===== config.mk =====
export PLATFORM = sky130hd
export DESIGN_NAME = controle_pilha
export DESIGN_NICKNAME = d
export VERILOG_FILES = /design/src/rtl/controle_pilha.sv
export SDC_FILE = /design/constraint.sdc
export NUM_CORES = 1
export LEC_CHECK = 0
export CAP_MARGIN = 15
export CORE_ASPECT_RATIO = 0.75
export CORE_MARGIN = 2
export CORE_UTILIZATION = 45
export CTS_CLUSTER_SIZE = 14
export DETAILED_ROUTE_END_ITERATION = 10
export PLACE_DENSITY = 0.88
export SYNTH_ARGS = -nofsm -noshare
export SYNTH_HDL_FRONTEND = slang
export SYNTH_SLANG_ARGS = --single-unit
export TNS_END_PERCENT = 100

===== constraint.sdc =====
create_clock -name clk -period 2.75 [get_ports clk]
set_input_delay 0.55 -clock clk [delete_from_list [all_inputs] [get_ports clk]]
set_output_delay 0.55 -clock clk [all_outputs]
set_load 0.02 [all_outputs]

===== src/rtl/controle_pilha.sv =====
// Stack-machine controller: accepts PUSH/POP/ALU commands, sequences the strobes
// of an external stack with a registered read port, and returns one response per command.
module controle_pilha #(
  parameter int WIDTH = 16,
  parameter int DEPTH = 16
) (
  input  logic             clk,
  input  logic             rst,
  input  logic             cmd_valid,
  output logic             cmd_ready,
  input  logic [2:0]       cmd_op,
  input  logic [WIDTH-1:0] cmd_imm,
  output logic             resp_valid,
  input  logic             resp_ready,
  output logic [WIDTH-1:0] resp_data,
  output logic             resp_err,
  output logic             pilha_push,
  output logic             pilha_pop,
  output logic [WIDTH-1:0] pilha_din,
  input  logic [WIDTH-1:0] pilha_dout,
  input  logic [15:0]      pilha_tos,
  output logic [2:0]       dbg_state
);

  // Handshakes: a transfer happens on the rising edge where valid && ready;
  // valid never waits on ready, and the payload is held stable while valid is high.

  localparam logic [2:0] OP_PUSH = 3'b000;
  localparam logic [2:0] OP_POP  = 3'b001;
  localparam logic [2:0] OP_ADD  = 3'b010;
  localparam logic [2:0] OP_SUB  = 3'b011;
  localparam logic [2:0] OP_AND  = 3'b100;
  localparam logic [2:0] OP_OR   = 3'b101;
  localparam logic [2:0] OP_XOR  = 3'b110;
  localparam logic [2:0] OP_BAD  = 3'b111;

  localparam logic [15:0] DEPTH_W = 16'(DEPTH);

  typedef enum logic [2:0] {
    S_IDLE   = 3'd0,
    S_POP_A  = 3'd1,
    S_WAIT_A = 3'd2,
    S_POP_B  = 3'd3,
    S_WAIT_B = 3'd4,
    S_PUSH_R = 3'd5,
    S_RESP   = 3'd6
  } state_t;

  state_t           state_q, state_d;
  logic             armed_q;
  logic [2:0]       op_q, op_d;
  logic [WIDTH-1:0] b_q, b_d;
  logic [WIDTH-1:0] res_q, res_d;
  logic             err_q, err_d;

  logic             accept;
  logic             acc_err;
  logic [WIDTH-1:0] alu_r;

  // armed_q keeps cmd_ready low until the first edge after reset release.
  assign accept = (state_q == S_IDLE) && armed_q && cmd_valid;

  always_comb begin
    acc_err = 1'b0;
    case (cmd_op)
      OP_PUSH: acc_err = (pilha_tos >= DEPTH_W);
      OP_POP:  acc_err = (pilha_tos == 16'd0);
      OP_BAD:  acc_err = 1'b1;
      default: acc_err = (pilha_tos < 16'd2);
    endcase
  end

  // In WAIT_B pilha_dout holds a (the deeper operand); b_q holds the former top.
  always_comb begin
    alu_r = '0;
    case (op_q)
      OP_ADD:  alu_r = pilha_dout + b_q;
      OP_SUB:  alu_r = pilha_dout - b_q;
      OP_AND:  alu_r = pilha_dout & b_q;
      OP_OR:   alu_r = pilha_dout | b_q;
      OP_XOR:  alu_r = pilha_dout ^ b_q;
      default: alu_r = '0;
    endcase
  end

  always_ff @(posedge clk or negedge rst) begin
    if (!rst) begin
      state_q <= S_IDLE;
      armed_q <= 1'b0;
    end else begin
      state_q <= state_d;
      armed_q <= 1'b1;
    end
  end

  always_comb begin
    state_d = state_q;
    case (state_q)
      S_IDLE: begin
        if (accept) begin
          if (acc_err)               state_d = S_RESP;
          else if (cmd_op == OP_PUSH) state_d = S_PUSH_R;
          else                        state_d = S_POP_A;
        end
      end
      S_POP_A:  state_d = S_WAIT_A;
      S_WAIT_A: state_d = (op_q == OP_POP) ? S_RESP : S_POP_B;
      S_POP_B:  state_d = S_WAIT_B;
      S_WAIT_B: state_d = S_PUSH_R;
      S_PUSH_R: state_d = S_RESP;
      S_RESP:   if (resp_ready) state_d = S_IDLE;
      default:  state_d = S_IDLE;
    endcase
  end

  always_comb begin
    cmd_ready  = (state_q == S_IDLE) && armed_q;
    resp_valid = (state_q == S_RESP);
    resp_data  = (state_q == S_RESP) ? res_q : '0;
    resp_err   = (state_q == S_RESP) && err_q;
    pilha_pop  = (state_q == S_POP_A) || (state_q == S_POP_B);
    pilha_push = (state_q == S_PUSH_R);
    pilha_din  = (state_q == S_PUSH_R) ? res_q : '0;
    dbg_state  = state_q;
  end

  always_ff @(posedge clk or negedge rst) begin
    if (!rst) begin
      op_q  <= OP_PUSH;
      b_q   <= '0;
      res_q <= '0;
      err_q <= 1'b0;
    end else begin
      op_q  <= op_d;
      b_q   <= b_d;
      res_q <= res_d;
      err_q <= err_d;
    end
  end

  // res_q carries the immediate for PUSH, the popped word for POP and r for ALU ops.
  always_comb begin
    op_d  = op_q;
    b_d   = b_q;
    res_d = res_q;
    err_d = err_q;
    case (state_q)
      S_IDLE: begin
        if (accept) begin
          op_d  = cmd_op;
          err_d = acc_err;
          b_d   = '0;
          res_d = acc_err ? '0 : cmd_imm;
        end
      end
      S_WAIT_A: begin
        b_d   = pilha_dout;
        res_d = pilha_dout;
      end
      S_WAIT_B: res_d = alu_r;
      default: ;
    endcase
  end

endmodule


==> metrics.md, run 1 <==
| Metric | Value |
|---|---|
| Clock root cell | clkbuf_16 |
| Share of cells above drive strength 1 | 21.3% |
| Slowest cell on crit path | dfrtp_1 |
| Cells after Synth | 511 |
| Sequential element share of the synthesized area | 24.2% |
| Min-Delay Path Class | primary input to async pin |
| Pleak | 0.00276 uW |
| Reg2reg path depth | 12 |
| Storage element area | 1000 um2 |
| Tot Pwr | 8360 uW |
| Max_cap viols | 0 |
| Core area | 8970 um2 |
| Dominant synthesized flop cell | dfrtp_1 |
| H-tree Lvls | 2 |
| Vias in the first global route | 4284 |
| Crit Reg-Reg Endpoint | res_q[14] |
| Drt pass-1 iters | 6 |
| Die ar. | 9970 um2 |
| Async S/R FF share, synth | 100% |
| Total CTS buffers | 5 |
| Failing checks | setup timing |
| Final worst-path cycle share | 105% |
| Reg clk slew, reported paths | 70 ps |
| Initial antenna violation count | 0 |
| Worst setup SP type | register |
| Req. time, crit path | 2930 ps |
| Yosys top cell by area | dfrtp_1 |
| CTS Hold Bufs | 0 |
| # IOs | 95 |
| Total Wirelength | 13900 um |
| Setup violators final | 6 |
| Sinks on the clock net | 40 |
| Crit Path Class | register to register |
| VDD IR max | 0.526 mV |
| Die Ht | 87.0 um |
| Period minus WS final | 2870 ps |
| Status | finished, violations left |
| Yosys cell types | 55 |
| Slew @ Worst Pin | 977 ps |
| Slew Viols, Final | 0 |
| Final routed DRC violation total | 0 |
| Post-synth EDFFs | 0 |
| Area delta synth->final | 48.7% |
| Post-synth top cells | 48 x ha_1, 48 x nand2_1, 40 x dfrtp_1, 39 x nor2_1 |
| Global-route wire length before repair | 21400 um |
| Final setup margin | -125 ps |
| # fillers | 695 |
| Synth warn | 0 |
| Initial core utilization | 46.1% |
| # diodes | 0 |
| Post-DP HPWL | 10400 um |
| Post-layout net count | 771 |
| Reg2reg setup slack | -120 ps |
| Final core utilization | 68.5% |
| Footprint of the multi-input gates | 3120 um2 |
| Via density | 5.81 |
| CTS tree | built |
| Syn_nets | 615 |
| Maximum root-to-sink buffer count | 2 |
| CP endpoint kind | register |
| Die width | 115 um |
| Iter 0 DRT Violations | 382 |
| Total GRT Usage | 27.5% |
| Mapped cell area | 4130 um2 |
| Critical Path AT | 3050 ps |
| Routed len/inst | 17.8 um |
| Rows | 30 |
| Max Fclk | 348 MHz |
| Final hold vios | 0 |
| GPL Wtd Cong | 0.965 |
| Leading post-synthesis cells by cell area | dfrtp_1 24%, ha_1 15%, and2_1 5.8% |
| RSZ-0062 raised after global routing | yes |
| Total gr overflow | 0 |
| Worst-skew pair later-pin latency | 290 ps |
| Skew final | 5.13 ps |
| Area share of the largest cell type after synthesis | 24.2% |
| Crit path cell chain | nor4_4 > nand2_2 > nor2_4 > a31oi_4 > xnor2_1 > ha_1 > buf_4 > a221o_1 > a221oi_2 > o31ai_2 > mux2i_1 > a21oi_1 |
| Power Dens Cells | 1360 nW/um2 |
| Vias post-DR | 4528 |
| IO Port Bufs | 94 |
| Largest net degree at the start of global routing | 41 |
| Final ANT Viol Nets | 0 |
| Mean post-synth cell area | 8.09 um2 |
| Slew margin rel. | 34.8% |
| CP Max Fanout | 3 |
| Slowest stage delay, CP | 410 ps |
| Synthesis-stage register bit count | 40 |
| Worst flop-to-flop path startpoint | b_q[5] |
| Final TNS setup | -513 ps |
-- layer usage --
metal | global-route usage (%) | vias up | part of all wire [%]
met2 | 44.6 | 231 | 46
met1 | 37.8 | 2139 | 44
met3 | 5.43 | 15 | 8.8
li1 | - | 2143 | -
met4 | 6.76 | 0 | 1.4
met5 | 0 | - | 0
-- power breakdown --
group	total [uW]	internal, uW	switching (uW)
clock network	710	432	278
registers	1120	888	235
logic	6530	3040	3490
total	8360	4360	4000
-- cells in the final DEF (no fill, tap or decap), types with 3 or more instances in the layout --
master	count
nand2_1	44
nor2_1	37
dfrtp_1	40
or3_1	4
nor3_1	6
a41oi_2	3
a22o_1	14
o211ai_1	5
o31ai_1	3
and2_1	36
mux2i_1	17
xor2_1	4
a31oi_1	5
ha_1	44
a22oi_1	9
a211oi_1	5
a21oi_1	22
a21o_1	4
o21ai_0	8
xnor2_1	19
a221oi_1	5
clkbuf_16	5
buf_4	79
nand2_2	3
o21ai_2	4
nand2b_1	6
a211oi_2	3
and3_1	7
ha_2	4
a41o_1	3
o21ai_1	5
inv_1	38
a21oi_2	5
clkdlybuf4s50_1	93
o22ai_1	16
nand3_1	6
-- metrics by stage --
stage | worst slack (ps) | instance area (um2) | hold slack (ps) | instances
finish | -125 | 6140 | 397 | 780
global route | -277 | 6140 | 479 | 780
CTS | -123 | 5970 | 446 | 775
detailed placement | -200 | 5660 | 464 | 758
global placement | -108 | 5660 | 454 | 758
floorplan | 14.9 | 4170 | 254 | 511
-- worst max-delay path: cells and delay by family, from the launching register on --
family                     cells  cell delay [ps]
muxes                          1              180
AOI/OAI and AO/OA              5              950
buffers and inverters          1              150
adders and majority gates      1              300
DFF                            1              410
xor gates and xnor gates       1              140
and+or+nand+nor                3              650
-- cell families after synthesis --
family          after synthesis  synth area share, %
buf+inv                      65                 6.36
compound gates              142                 24.2
mux                          18                 4.36
xor+xnor                     23                 4.87
fa+ha+maj                    49                 15.0
other cells                   1               0.0907
simple gates                173                 20.9
flops                        40                 24.2
-- sequential cells by signal, summed over array words and instances, names as in the netlist --
| register | count |
|---|---|
| armed_q | 1 |
| b_q | 16 |
| dbg_state | 3 |
| err_q | 1 |
| op_q | 3 |
| res_q | 16 |
-- worst max path at each step --
stage	from	to	slack, ps	cells after the start
4_1_cts	b_q[4]	res_q[14]	-120	12
5_1_grt	b_q[5]	res_q[13]	-280	13
2_1_floorplan	b_q[2]	res_q[14]	10	12
3_5_place_dp	pilha_dout[0]	res_q[12]	-200	11
3_3_place_gp	pilha_dout[0]	res_q[12]	-110	11
6_report	b_q[5]	res_q[14]	-120	12
-- final cells by class --
cell class | instances | share of cell area, %
multi-input combinational | 406 | 50.7
sequential | 40 | 16.3
inverter | 38 | 2.32
tap | 112 | 2.28
clock buffer | 5 | 2.04
timing repair buffer | 176 | 25.6
clock inverter | 3 | 0.774
-- repair_timing --
item | 4_1_cts | 5_1_grt
setup buffers | 9 | 6
resized for setup | 30 | 30
setup endpoints to repair | 6 | 44
pin swaps | 30 | 21
Power figures use the tool's default switching activity.
==> run 2, diff against run 1 <==
Settings changed: GPL_ROUTABILITY_DRIVEN from default to 1, SETUP_SLACK_MARGIN from default to 0.3.
==> metrics.md, run 2 (synthesized netlist as in run 1, its figures left out) <==
| Metric | Value |
|---|---|
| H-tree Lvls | 2 (unchanged) |
| Critical Path AT | 3020 ps (-30 ps) |
| Initial antenna violation count | 1 (+1) |
| Sinks on the clock net | 40 (unchanged) |
| Maximum root-to-sink buffer count | 2 (unchanged) |
| Power Dens Cells | 1420 nW/um2 (+4.1%) |
| Iter 0 DRT Violations | 435 (+14%) |
| Final ANT Viol Nets | 0 (unchanged) |
| Failing checks | setup timing |
| Global-route wire length before repair | 23000 um (+7.3%) |
| Clock root cell | clkbuf_16 |
| Final worst-path cycle share | 103% (-1.1 points) |
| Total gr overflow | 0 (unchanged) |
| Die Ht | 87.0 um (unchanged) |
| Skew final | 5.45 ps (+0.326 ps) |
| VDD IR max | 0.618 mV (+18%) |
| Reg clk slew, reported paths | 70 ps (about the same) |
| CP endpoint kind | register |
| Max_cap viols | 0 (unchanged) |
| Pleak | 0.00338 uW (+23%) |
| # diodes | 0 (unchanged) |
| Slew Viols, Final | 0 (unchanged) |
| CTS tree | built |
| Crit path cell chain | nor4_4 > and4_4 > buf_4 > nor2_4 > xnor2_2 > ha_4 > nand2_2 > o21ai_2 > nand2_2 > buf_4 > o31ai_1 > mux2i_1 > a21oi_1 |
| Slowest stage delay, CP | 410 ps (about the same) |
| CP Max Fanout | 4 (+1) |
| RSZ-0062 raised after global routing | yes |
| Number of buffers and inverters on the critical path | 2 (+1) |
| Largest net degree at the start of global routing | 41 (unchanged) |
| Crit Path Class | register to register |
| Top Registers | b_q x16, res_q x16 |
| Drt pass-1 iters | 9 (+3) |
| GPL Wtd Cong | 0.941 (-2.5%) |
| Core area | 8970 um2 (unchanged) |
| Leading cell type in the layout, fill and taps excluded | buf_4 |
| Post-DP HPWL | 10600 um (+1.9%) |
| Share of cells above drive strength 1 | 24.4% (+3.1 points) |
| Top Family by Delay on Critical Path | simple AND/OR/NAND/NOR gates |
| Most frequent cells in the layout | 83 x buf_4, 59 x clkdlybuf4s50_1, 45 x ha_1, 44 x nand2_1, 40 x dfrtp_1 |
| Status | finished, violations left |
| Worst-skew pair later-pin latency | 300 ps (about the same) |
| Final setup margin | -95.5 ps (+29.0 ps) |
| Final core utilization | 71.0% (+2.5 points) |
| CTS Hold Bufs | 0 (unchanged) |
| Die ar. | 9970 um2 (unchanged) |
| Req. time, crit path | 2930 ps (about the same) |
| Area delta synth->final | 54.1% |
| Tot Pwr | 9020 uW (+7.9%) |
| # fillers | 647 (-6.9%) |
| Routed len/inst | 19.6 um (+10%) |
| Post-layout net count | 780 (+1.2%) |
| Vias in the first global route | 4486 (+4.7%) |
| Setup violators final | 4 (-2) |
| Total CTS buffers | 5 (unchanged) |
| Die width | 115 um (unchanged) |
| Slew margin rel. | 36.1% (+1.3 points) |
| Period minus WS final | 2850 ps (-29.0 ps) |
| Total GRT Usage | 29.5% (+2.0 points) |
| Min-Delay Path Class | primary input to async pin |
| # IOs | 95 (unchanged) |
| Slew @ Worst Pin | 958 ps (-19.5 ps) |
| Final hold vios | 0 (unchanged) |
| Initial core utilization | 46.1% (unchanged) |
| Via density | 6.01 (+3.6%) |
| Rows | 30 (unchanged) |
| Slowest cell on crit path | dfrtp_1 |
| IO Port Bufs | 94 (unchanged) |
| Total Wirelength | 15400 um (+11%) |
| Final routed DRC violation total | 0 (unchanged) |
| Worst setup SP type | register |
| Vias post-DR | 4744 (+4.8%) |
| Max Fclk | 351 MHz (+1.0%) |
-- run 2: worst register-to-register path, stage by stage (launching register included) --
cell and delay (ps):
dfrtp_1 410, nor4_4 330, and4_4 310, buf_4 130
nor2_4 30, xnor2_2 140, ha_4 300, nand2_2 70
o21ai_2 140, nand2_2 110, buf_4 160, o31ai_1 250
mux2i_1 250, a21oi_1 80
-- run 2: area by class of cell --
cell class | count | area (um2) | share of cell area [%]
well taps | 112 | 140 | 2.20
inverters | 38 | 143 | 2.24
repair buffers | 184 | 1720 | 27.1
clock buffers | 5 | 125 | 1.96
clock inverters | 3 | 47.5 | 0.747
multi-input cells | 407 | 3190 | 50.1
flip-flops and latches | 40 | 1000 | 15.7
-- run 2: report_power, final --
group	internal (uW)	total [uW]	switching, uW	leakage [uW]
Clock	432	716	284	0.0000840
Combinational	3360	7150	3790	0.00282
Sequential	888	1150	261	0.000483
Total	4680	9020	4340	0.00338
-- run 2: metrics by stage --
stage	setup WS, ps	instances	area (um2)	setup TNS (ps)	hold slack (ps)
2_1_floorplan	62.5	511	4210	0	254
3_3_place_gp	-63.3	759	5690	-117	457
3_5_place_dp	-143	759	5690	-700	468
4_1_cts	-30.9	778	6090	-30.9	458
5_1_grt	-214	789	6370	-1130	492
6_report	-95.5	789	6370	-203	380
-- run 2: final timing paths --
check	from	end	slack, ps	cells past startpoint
max	b_q[4]	res_q[14]	-100	13
min	rst	b_q[0]	380	1
max reg2reg	b_q[4]	res_q[14]	-100	13
min reg2reg	err_q	err_q	480	2
max in group asynchronous	rst	res_q[14]	1750	1
min in group clk	err_q	err_q	480	2
-- run 2: routing by layer --
layer | global-route usage, % | vias to the layer above | wire length, um
met4 | 7.76 | 2 | 558
met3 | 5.98 | 77 | 1490
met1 | 39.3 | 2240 | 6280
li1 | - | 2156 | -
met2 | 49.0 | 269 | 7090
met5 | 0 | - | 13
-- run 2: timing repair --
action,CTS,global route
resized for setup,46,57
pin swaps,29,37
setup endpoints to repair,50,47
gates cloned,1,0
setup buffers,10,11
